==> src/rtl/fm_reset_sequencer_pkg.sv <==
// rtl/fm_reset_sequencer_pkg.sv - shared types and helpers for the reset sequencer
package fm_reset_sequencer_pkg;

  typedef enum logic [1:0] {
    ST_DCM_RST   = 2'd0,
    ST_WAIT_LOCK = 2'd1,
    ST_STRETCH   = 2'd2,
    ST_RUN       = 2'd3
  } state_e;

  typedef enum logic [2:0] {
    CAUSE_POR          = 3'd0,
    CAUSE_BUTTON       = 3'd1,
    CAUSE_SW           = 3'd2,
    CAUSE_LOCK_LOST    = 3'd3,
    CAUSE_LOCK_TIMEOUT = 3'd4
  } cause_e;

  localparam logic [7:0] COUNT_MAX = 8'hFF;

  // Counter width for a modulus n; a modulus of 1 still needs one bit.
  function automatic int unsigned cnt_width(input int unsigned n);
    return (n > 1) ? $clog2(n) : 1;
  endfunction

endpackage

==> src/rtl/fm_reset_sequencer_if.sv <==
// rtl/fm_reset_sequencer_if.sv - board-side signals of the reset sequencer
interface fm_reset_sequencer_if;
  logic       button_in;
  logic       sw_reset_req;
  logic       dcm_locked;
  logic       dcm_reset;
  logic       reset_global;
  logic [2:0] reset_cause;
  logic [7:0] reset_count;

  modport master (
    output button_in, sw_reset_req, dcm_locked,
    input  dcm_reset, reset_global, reset_cause, reset_count
  );

  modport slave (
    input  button_in, sw_reset_req, dcm_locked,
    output dcm_reset, reset_global, reset_cause, reset_count
  );
endinterface

==> src/rtl/fm_debounce.sv <==
// rtl/fm_debounce.sv - level debouncer with a registered rising-edge pulse
module fm_debounce
  import fm_reset_sequencer_pkg::*;
#(
  parameter int unsigned DEBOUNCE_CYCLES = 65536
) (
  input  logic clk,
  input  logic reset_n,
  input  logic level_in,
  output logic level_out,
  output logic rise_pulse
);
  localparam int unsigned   CW       = cnt_width(DEBOUNCE_CYCLES);
  localparam logic [CW-1:0] CNT_LAST = CW'(DEBOUNCE_CYCLES - 1);

  logic [CW-1:0] cnt_q, cnt_d;
  logic          level_q, level_d;
  logic          rise_q, rise_d;

  // Any cycle agreeing with the accepted level restarts the hold window.
  always_comb begin
    cnt_d   = '0;
    level_d = level_q;
    rise_d  = 1'b0;
    if (level_in != level_q) begin
      if (cnt_q == CNT_LAST) begin
        level_d = level_in;
        rise_d  = level_in;
      end else begin
        cnt_d = cnt_q + CW'(1);
      end
    end
  end

  always_ff @(posedge clk or negedge reset_n) begin
    if (!reset_n) begin
      cnt_q   <= '0;
      level_q <= 1'b0;
      rise_q  <= 1'b0;
    end else begin
      cnt_q   <= cnt_d;
      level_q <= level_d;
      rise_q  <= rise_d;
    end
  end

  assign level_out  = level_q;
  assign rise_pulse = rise_q;
endmodule

==> src/rtl/sync_block.sv <==
// rtl/sync_block.sv - two-flop synchroniser for a single asynchronous bit
module sync_block (
  input  logic clk,
  input  logic reset_n,
  input  logic data_in,
  output logic data_out
);
  logic meta_q;
  logic sync_q;

  always_ff @(posedge clk or negedge reset_n) begin
    if (!reset_n) begin
      meta_q <= 1'b0;
      sync_q <= 1'b0;
    end else begin
      meta_q <= data_in;
      sync_q <= meta_q;
    end
  end

  assign data_out = sync_q;
endmodule

==> src/rtl/fm_reset_sequencer.sv <==
// rtl/fm_reset_sequencer.sv - MMCM reset, lock wait/retry and reset_global stretch sequencer
module fm_reset_sequencer
  import fm_reset_sequencer_pkg::*;
#(
  parameter int unsigned DEBOUNCE_CYCLES = 65536,
  parameter int unsigned DCM_RST_CYCLES  = 16,
  parameter int unsigned LOCK_TIMEOUT    = 1000000,
  parameter int unsigned STRETCH_CYCLES  = 1024
) (
  input  logic                clock_ref,
  input  logic                reset_por_n,
  fm_reset_sequencer_if.slave bus
);
  localparam int unsigned W_DCM  = cnt_width(DCM_RST_CYCLES);
  localparam int unsigned W_LOCK = cnt_width(LOCK_TIMEOUT);
  localparam int unsigned W_STR  = cnt_width(STRETCH_CYCLES);
  localparam int unsigned W_A    = (W_DCM > W_LOCK) ? W_DCM : W_LOCK;
  localparam int unsigned TMR_W  = (W_A > W_STR) ? W_A : W_STR;

  localparam logic [TMR_W-1:0] DCM_LAST     = TMR_W'(DCM_RST_CYCLES - 1);
  localparam logic [TMR_W-1:0] LOCK_LAST    = TMR_W'(LOCK_TIMEOUT - 1);
  localparam logic [TMR_W-1:0] STRETCH_LAST = TMR_W'(STRETCH_CYCLES - 1);

  logic button_s;
  logic locked_s;
  logic button_level;
  logic press;

  state_e           state_q;
  logic [TMR_W-1:0] timer_q;
  logic             dcm_reset_q;
  logic             reset_global_q;
  cause_e           cause_q;
  logic [7:0]       count_q;

  sync_block u_sync_button (
    .clk      (clock_ref),
    .reset_n  (reset_por_n),
    .data_in  (bus.button_in),
    .data_out (button_s)
  );

  sync_block u_sync_locked (
    .clk      (clock_ref),
    .reset_n  (reset_por_n),
    .data_in  (bus.dcm_locked),
    .data_out (locked_s)
  );

  fm_debounce #(
    .DEBOUNCE_CYCLES (DEBOUNCE_CYCLES)
  ) u_debounce (
    .clk        (clock_ref),
    .reset_n    (reset_por_n),
    .level_in   (button_s),
    .level_out  (button_level),
    .rise_pulse (press)
  );

  always_ff @(posedge clock_ref or negedge reset_por_n) begin
    if (!reset_por_n) begin
      state_q        <= ST_DCM_RST;
      timer_q        <= '0;
      dcm_reset_q    <= 1'b1;
      reset_global_q <= 1'b1;
      cause_q        <= CAUSE_POR;
      count_q        <= '0;
    end else begin
      case (state_q)
        ST_DCM_RST: begin
          if (timer_q == DCM_LAST) begin
            state_q     <= ST_WAIT_LOCK;
            timer_q     <= '0;
            dcm_reset_q <= 1'b0;
          end else begin
            timer_q <= timer_q + TMR_W'(1);
          end
        end
        // Requests here are ignored; the sequence is already heading for a full reset.
        ST_WAIT_LOCK: begin
          if (locked_s) begin
            state_q <= ST_STRETCH;
            timer_q <= '0;
          end else if (timer_q == LOCK_LAST) begin
            state_q     <= ST_DCM_RST;
            timer_q     <= '0;
            dcm_reset_q <= 1'b1;
            cause_q     <= CAUSE_LOCK_TIMEOUT;
          end else begin
            timer_q <= timer_q + TMR_W'(1);
          end
        end
        ST_STRETCH, ST_RUN: begin
          if (!locked_s) begin
            state_q        <= ST_DCM_RST;
            timer_q        <= '0;
            dcm_reset_q    <= 1'b1;
            reset_global_q <= 1'b1;
            cause_q        <= CAUSE_LOCK_LOST;
          end else if (press) begin
            state_q        <= ST_STRETCH;
            timer_q        <= '0;
            reset_global_q <= 1'b1;
            cause_q        <= CAUSE_BUTTON;
          end else if (bus.sw_reset_req) begin
            state_q        <= ST_STRETCH;
            timer_q        <= '0;
            reset_global_q <= 1'b1;
            cause_q        <= CAUSE_SW;
          end else if (state_q == ST_STRETCH) begin
            if (timer_q == STRETCH_LAST) begin
              state_q        <= ST_RUN;
              timer_q        <= '0;
              reset_global_q <= 1'b0;
            end else begin
              timer_q <= timer_q + TMR_W'(1);
            end
          end
          if (state_q == ST_RUN && (!locked_s || press || bus.sw_reset_req) &&
              count_q != COUNT_MAX) begin
            count_q <= count_q + 8'd1;
          end
        end
        default: begin
          state_q     <= ST_DCM_RST;
          timer_q     <= '0;
          dcm_reset_q <= 1'b1;
        end
      endcase
    end
  end

  assign bus.dcm_reset    = dcm_reset_q;
  assign bus.reset_global = reset_global_q;
  assign bus.reset_cause  = cause_q;
  assign bus.reset_count  = count_q;

  logic unused_level;
  assign unused_level = button_level;
endmodule
==> src/flat_wrapper.sv <==
// flat-port wrapper written by rule: the top's interface ports become plain ports
module fm_reset_sequencer_flat import fm_reset_sequencer_pkg::*;
#(
  parameter int unsigned DEBOUNCE_CYCLES = 65536,
  parameter int unsigned DCM_RST_CYCLES  = 16,
  parameter int unsigned LOCK_TIMEOUT    = 1000000,
  parameter int unsigned STRETCH_CYCLES  = 1024
)
  (clock_ref, reset_por_n, bus_button_in, bus_sw_reset_req, bus_dcm_locked, bus_dcm_reset, bus_reset_global, bus_reset_cause, bus_reset_count);
  fm_reset_sequencer_if bus_i ();
  input  logic clock_ref;
  input  logic reset_por_n;
  input wire logic [$bits(bus_i.button_in)-1:0] bus_button_in;
  input wire logic [$bits(bus_i.sw_reset_req)-1:0] bus_sw_reset_req;
  input wire logic [$bits(bus_i.dcm_locked)-1:0] bus_dcm_locked;
  output wire logic [$bits(bus_i.dcm_reset)-1:0] bus_dcm_reset;
  output wire logic [$bits(bus_i.reset_global)-1:0] bus_reset_global;
  output wire logic [$bits(bus_i.reset_cause)-1:0] bus_reset_cause;
  output wire logic [$bits(bus_i.reset_count)-1:0] bus_reset_count;
  assign bus_i.button_in = bus_button_in;
  assign bus_i.sw_reset_req = bus_sw_reset_req;
  assign bus_i.dcm_locked = bus_dcm_locked;
  assign bus_dcm_reset = bus_i.dcm_reset;
  assign bus_reset_global = bus_i.reset_global;
  assign bus_reset_cause = bus_i.reset_cause;
  assign bus_reset_count = bus_i.reset_count;
  fm_reset_sequencer #(.DEBOUNCE_CYCLES(DEBOUNCE_CYCLES), .DCM_RST_CYCLES(DCM_RST_CYCLES), .LOCK_TIMEOUT(LOCK_TIMEOUT), .STRETCH_CYCLES(STRETCH_CYCLES)) u_core (.clock_ref(clock_ref), .reset_por_n(reset_por_n), .bus(bus_i));
endmodule
==> config.mk <==
export PLATFORM = sky130hd
export DESIGN_NAME = fm_reset_sequencer_flat
export DESIGN_NICKNAME = d
export VERILOG_FILES = /design/src/rtl/fm_reset_sequencer_pkg.sv /design/src/rtl/fm_reset_sequencer_if.sv /design/src/rtl/fm_debounce.sv /design/src/rtl/sync_block.sv /design/src/rtl/fm_reset_sequencer.sv /design/src/flat_wrapper.sv
export SDC_FILE = /design/constraint.sdc
export NUM_CORES = 1
export LEC_CHECK = 0
export ABC_AREA = 0
export BUFFER_PORTS_ARGS = -buffer_cell sky130_fd_sc_hd__buf_2
export CAP_MARGIN = 20
export CORE_MARGIN = 1
export CORE_UTILIZATION = 64
export CTS_BUF_LIST = sky130_fd_sc_hd__clkbuf_4 sky130_fd_sc_hd__clkbuf_8 sky130_fd_sc_hd__clkbuf_16
export DETAILED_ROUTE_END_ITERATION = 8
export GPL_TIMING_DRIVEN = 0
export PLACE_DENSITY = 0.94
export SLEW_MARGIN = 20
export SYNTH_ARGS = -nofsm -noshare
export SYNTH_HDL_FRONTEND = slang
export SYNTH_SLANG_ARGS = --single-unit
==> constraint.sdc <==
create_clock -name clock_ref -period 4.5 [get_ports clock_ref]
set_input_delay 0.45 -clock clock_ref [delete_from_list [all_inputs] [get_ports clock_ref]]
set_output_delay 0.45 -clock clock_ref [all_outputs]
set_load 0.02 [all_outputs]
==> impl_metrics.toml, run 1 <==
[run_status]
status = "finished, final reports clean"

[timing]
finalHoldViolCount = 0
slew_headroom_pct = 27.3
setup_violations = 0
fin_setup_tns_ps = 0
period_share_pct = 58.0
slew_viol_final = 0
tightest_slew_ps = 1080
rsz0062_at_grt = "false"
fin_skew_ps = 11.6
fmax_ghz = 0.383
fin_crit_ps = 2610

[clocking]
clkTransAtPathRegs_ps = 70
numCtsBuffers = 9
cts_resized = 0
post-cts-setup-buffers = 0
h-tree-depth = 3
cts_tree = "yes"
clock-root-buffer = "clkbuf_8"
cts_hold_buf = 0
clock-sinks = 57
clk_latency_ps = 340
clock_path_buffers = 2

[cells_and_area]
syn2layout_area_growth_pct = 13.9
nets = 305
diodes = 0
drive_above_1_share_pct = 14.6
fin_util_pct = 77.2

[detailed_routing]
num_vias = 2164
ant_nets = 0
drc_errors = 0
first_pass_iters = 4
wl_per_cell_um = 16.3
wl_um = 5720
drt_first_iter_violations = 148
drt-vias-per-instance = 6.15

[floorplanning]
initial_core_util_pct = 67.8
num_rows = 23
die_area_um2 = 4600
core_area_um2 = 4090
fp.dieW_um = 67.8
die_h_um = 67.8
io_pins = 18

[place]
portBuffers = 17
gp_congestion = 0.853
dp_hpwl_um = 3550

[synthesis]
synth_seq_area_share_pct = 51.6
netlist_area_um2 = 2770
ys_async_sr_fraction_pct = 100
synth_edf_count = 0
yosysMostFrequentCell = "dfrtp_1"
ys_ff_latch = 57
avgSynthCellArea_um2 = 10.3
synthCells = 269
yosys-top-cells-count = "dfrtp_1, nor2_1, xor2_1"
syn_nets = 277
synth_area_leader_cell = "dfrtp_1"
synth_warnings = 0
synth.distinct_cells = 39
ys_top_cells_by_area = "dfrtp_1, xor2_1, nor2_1, and3_1, xnor2_1"
synthFlopType = "dfrtp_1"
yosysTopAreaCellShare_pct = 49.7

[critical_path]
path_max_fanout = 10
path_delay_family = "simple AND/OR/NAND/NOR gates"
critPathBufInv = 1
end_kind = "flop"
worst_path_max_delay_cell = "nor4_4"
startpoint_type = "flop"
worst_path_most_repeated_cell = "nor4_4"
cp.required_ps = 4720
r2r_start = "u_core.timer_q[13]"
cp.depth = 6
crit_arrival_ps = 2830
crit_path_end = "u_core.timer_q[11]"
reg2reg_setup_slack_ps = 1890
worstRegToRegCells = 6
startpoint = "u_core.timer_q[13]"
max_stage_delay_ps = 640
path_cells = "or4_4, nor4_4, a311oi_1, nor4_4, buf_6, nor2_1"
r2r_end = "u_core.timer_q[11]"
path_class = "reg2reg"

[power]
peakVddDrop_mv = 0.340
p_leak_nw = 1.45
p_total_mw = 1.43
powerDensity_nw_per_um2 = 453

[global_routing]
grt_max_degree = 58
antenna_found_initial = 0
grt_overflow = 0
grt_pass1_vias = 2070
grt_first_pass_wirelength_um = 9210
track_usage_pct = 28.3

[min_path]
hp-class = "in2async"

[run]
drv_cap = 0
logic make-up (layout without fill, tap and decap cells):
logic type	count (synthesis)	after routing	share of synthesized area (%)
buffers and inverters	9	42	1.49
XOR/XNOR	35	35	11.1
adder cells (fa/ha/maj)	3	3	1.35
multiplexers	5	5	1.90
AO/OA/AOI/OAI	24	24	6.05
flip-flops	57	57	51.6
AND/OR/NAND/NOR	136	136	26.6
worst min-delay path by stage:
stage	startpoint	end	slack [ps]	depth (start not counted)
after floorplan	reset_por_n	u_core.bus.reset_cause[0]	150	0
after global placement	u_core.u_sync_button.meta_q	u_core.u_sync_button.data_out	330	0
after detailed placement	u_core.u_sync_locked.meta_q	u_core.u_sync_locked.data_out	330	0
after CTS	reset_por_n	u_core.timer_q[4]	170	1
after global routing	bus_dcm_locked	u_core.u_sync_locked.meta_q	200	1
final	reset_por_n	u_core.timer_q[4]	160	1
placed cells by master (no fill, tap or decap), drive strengths merged, types with 4 or more instances in the layout:
cell    instances
nor3            9
nand2          22
and4            4
nor2           41
xnor2          10
o21ai           4
nor4            4
a21oi           5
and3           14
clkbuf         17
nand4          10
nand3          17
dfrtp          55
xor2           25
buf            18
worst reg2reg max path, cell delays in order, from the launching register on:
cell,delay [ps]
dfrtp_1,420
or4_4,590
nor4_4,340
a311oi_1,220
nor4_4,640
buf_6,230
nor2_1,60
through the flow:
stage               instance area, µm²  worst slack (ps)  hold WS (ps)  instances
floorplan                         2770              2210           154        269
global placement                  2920              1940           332        336
detailed placement                2930              1890           335        336
CTS                               3160              1860           172        352
global route                      3160              1750           202        352
finish                            3160              1890           158        352
registers in the layout, indices dropped and copies added (netlist names), 2 cells and up:
| register | count |
|---|---|
| u_core.timer_q | 20 |
| u_core.bus.reset_cause | 3 |
| u_core.u_debounce.cnt_q | 16 |
| u_core.state_q | 2 |
| u_core.bus.reset_count | 8 |
where the power goes:
part / switching [mW] / internal [mW]
logic: 0.170 / 0.104
registers: 0.0515 / 0.562
clock network: 0.203 / 0.340
total: 0.425 / 1.01
layer usage:
layer,vias up,GRT usage (%),wire length [µm]
li1,1008,-,-
met1,1071,34.6,2430
met2,67,43.8,2850
met3,18,9.29,298
met4,0,15.6,144
met5,-,0,0
final cells by class:
cell class                 count  area (µm²)
buffer                         7        33.8
clock buffer                  11         151
clock inverter                 5        77.6
fill                         242         931
inverter                       2        7.51
multi-input combinational    203        1310
sequential                    57        1430
tap                           50        62.6
timing repair buffer          17        87.6
Note: power is estimated with default switching activity, not from simulation.
==> inputs of run 2 (changes only) <==
--- a/config.mk
+++ b/config.mk
@@ -9,11 +9,11 @@
 export BUFFER_PORTS_ARGS = -buffer_cell sky130_fd_sc_hd__buf_2
 export CAP_MARGIN = 20
 export CORE_MARGIN = 1
-export CORE_UTILIZATION = 64
+export CORE_UTILIZATION = 54
 export CTS_BUF_LIST = sky130_fd_sc_hd__clkbuf_4 sky130_fd_sc_hd__clkbuf_8 sky130_fd_sc_hd__clkbuf_16
 export DETAILED_ROUTE_END_ITERATION = 8
 export GPL_TIMING_DRIVEN = 0
-export PLACE_DENSITY = 0.94
+export PLACE_DENSITY = 0.85
 export SLEW_MARGIN = 20
 export SYNTH_ARGS = -nofsm -noshare
 export SYNTH_HDL_FRONTEND = slang
==> constraint.sdc (replaced) <==
create_clock -name clock_ref -period 2.3 [get_ports clock_ref]
set_input_delay 0.23 -clock clock_ref [delete_from_list [all_inputs] [get_ports clock_ref]]
set_output_delay 0.23 -clock clock_ref [all_outputs]
set_load 0.02 [all_outputs]
==> impl_metrics.toml, run 2 (synthesized netlist as in run 1, its figures left out) <==
[detailed_routing]
num_vias = 2152
wl_met3_um = 323
wl_um = 5620
top_layer = "met4"
wl_met1_um = 2410
drt-vias-per-instance = 5.63
drt_first_iter_violations = 233
met2_length_um = 2780
ant_nets = 0
drc_errors = 0
wl_per_cell_um = 14.7
first_pass_iters = 4

[clocking]
h-tree-depth = 3
clk_latency_ps = 340
clock-sinks = 57
clock_path_buffers = 2
clkTransAtPathRegs_ps = 70
cts_tree = "yes"
numCtsBuffers = 9
clock-root-buffer = "clkbuf_8"

[timing]
rsz0062_at_grt = "true"
finalHoldViolCount = 0
fin_setup_tns_ps = 0
fin_crit_ps = 2290
fmax_ghz = 0.437
slew_viol_final = 0
period_share_pct = 99.5
fin_skew_ps = 5.04
tightest_slew_ps = 948
hold_ws_ps = 281
setup_violations = 0
slew_headroom_pct = 36.4

[cells_and_area]
nets = 318
final_common_cell = "dfrtp_1"
regMostFlops = "u_core.timer_q"
instances_no_fill = 382
drive_above_1_share_pct = 19.0
largest_reg_flops = 20
syn2layout_area_growth_pct = 20.3
diodes = 0
mostFrequentLayoutCells = "dfrtp_1, nor2_1, xor2_1"
design_area_um2 = 3330

[place]
portBuffers = 17
dpl.cell_count = 353
placed_area_um2 = 2950
dp_hpwl_um = 3450
gp_congestion = 0.908

[global_routing]
grt_max_degree = 58
grt_pass1_vias = 2037
grt_overflow = 0
grt_first_pass_wirelength_um = 9380
track_usage_pct = 23.8
antenna_found_initial = 0

[power]
powerDensity_nw_per_um2 = 881
p_leak_nw = 1.52
peakVddDrop_mv = 0.667

[floorplanning]
die_h_um = 73.6
initial_core_util_pct = 57.5
io_pins = 18
fp.dieW_um = 73.6
core_area_um2 = 4820
die_area_um2 = 5420
num_rows = 25

[critical_path]
path_cells = "or4_4, nor4_4, a211oi_2, nor4_4, buf_6, buf_4, nor2_1"
cp.required_ps = 2530
crit_arrival_ps = 2520
worst_path_most_repeated_cell = "nor4_4"
max_stage_delay_ps = 580
end_kind = "flop"
path_max_fanout = 6
worst_path_max_delay_cell = "or4_4"
path_class = "reg2reg"
startpoint_type = "flop"

[run]
drv_cap = 0

[run_status]
status = "finished, final reports clean"

[min_path]
hp-class = "in2reg"
-- run 2: worst paths after layout --
check	start	endpoint	slack, ps	depth (start not counted)
max in group asynchronous	reset_por_n	u_core.bus.reset_count[3]	1340	2
worst max register to register	u_core.timer_q[12]	u_core.timer_q[5]	10	7
worst max-delay path	u_core.timer_q[12]	u_core.timer_q[5]	10	7
worst min-delay path	bus_sw_reset_req	u_core.bus.reset_cause[1]	280	3
worst min register to register	u_core.u_sync_button.meta_q	u_core.u_sync_button.data_out	350	0
min in group asynchronous	reset_por_n	u_core.timer_q[2]	490	2
-- run 2: what timing repair did --
action	4_1_cts	5_1_grt
endpoints found under the setup margin	19	14
hold endpoints to repair	57	0
pin swaps	4	3
hold buffers	3	0
setup buffers	4	6
gates resized for setup	6	5
-- run 2: power breakdown --
group	internal, mW	switching [mW]	total [mW]	leakage (nW)
clock network	0.681	0.401	1.08	0.112
registers	1.10	0.102	1.20	0.760
logic	0.291	0.364	0.655	0.649
total	2.07	0.866	2.94	1.52
-- run 2: routing by layer --
metal  vias to the layer above  track usage, %
li1                       1031               -
met1                      1045            29.7
met2                        64            37.1
met3                        12            10.3
met4                         0            7.69
met5                         -               0
-- run 2: stage by stage --
stage / power (mW) / setup WS, ps / util (%)
after global routing: 3.10 / -88.3 / 69.2
after detailed placement: 1.74 / -294 / 61.2
after global placement: 1.72 / -301 / 61.0
after floorplan: 1.58 / 10.7 / -
after CTS: 2.90 / 7.36 / 68.0
final: 2.94 / 11.6 / 69.2
-- run 2: critical path: cells and delay by family, from the launching register on --
family          cells  cell delay, ps
flops               1             400
simple gates        4            1300
buf+inv             2             300
compound gates      1             170
-- run 2: final cells by class --
type | count | area [µm²]
fill | 353 | 1480
timing repair buffer | 30 | 196
sequential | 57 | 1430
buffer | 7 | 38.8
clock inverter | 4 | 75.1
inverter | 2 | 7.51
tap | 67 | 83.8
multi-input combinational | 203 | 1340
clock buffer | 12 | 159
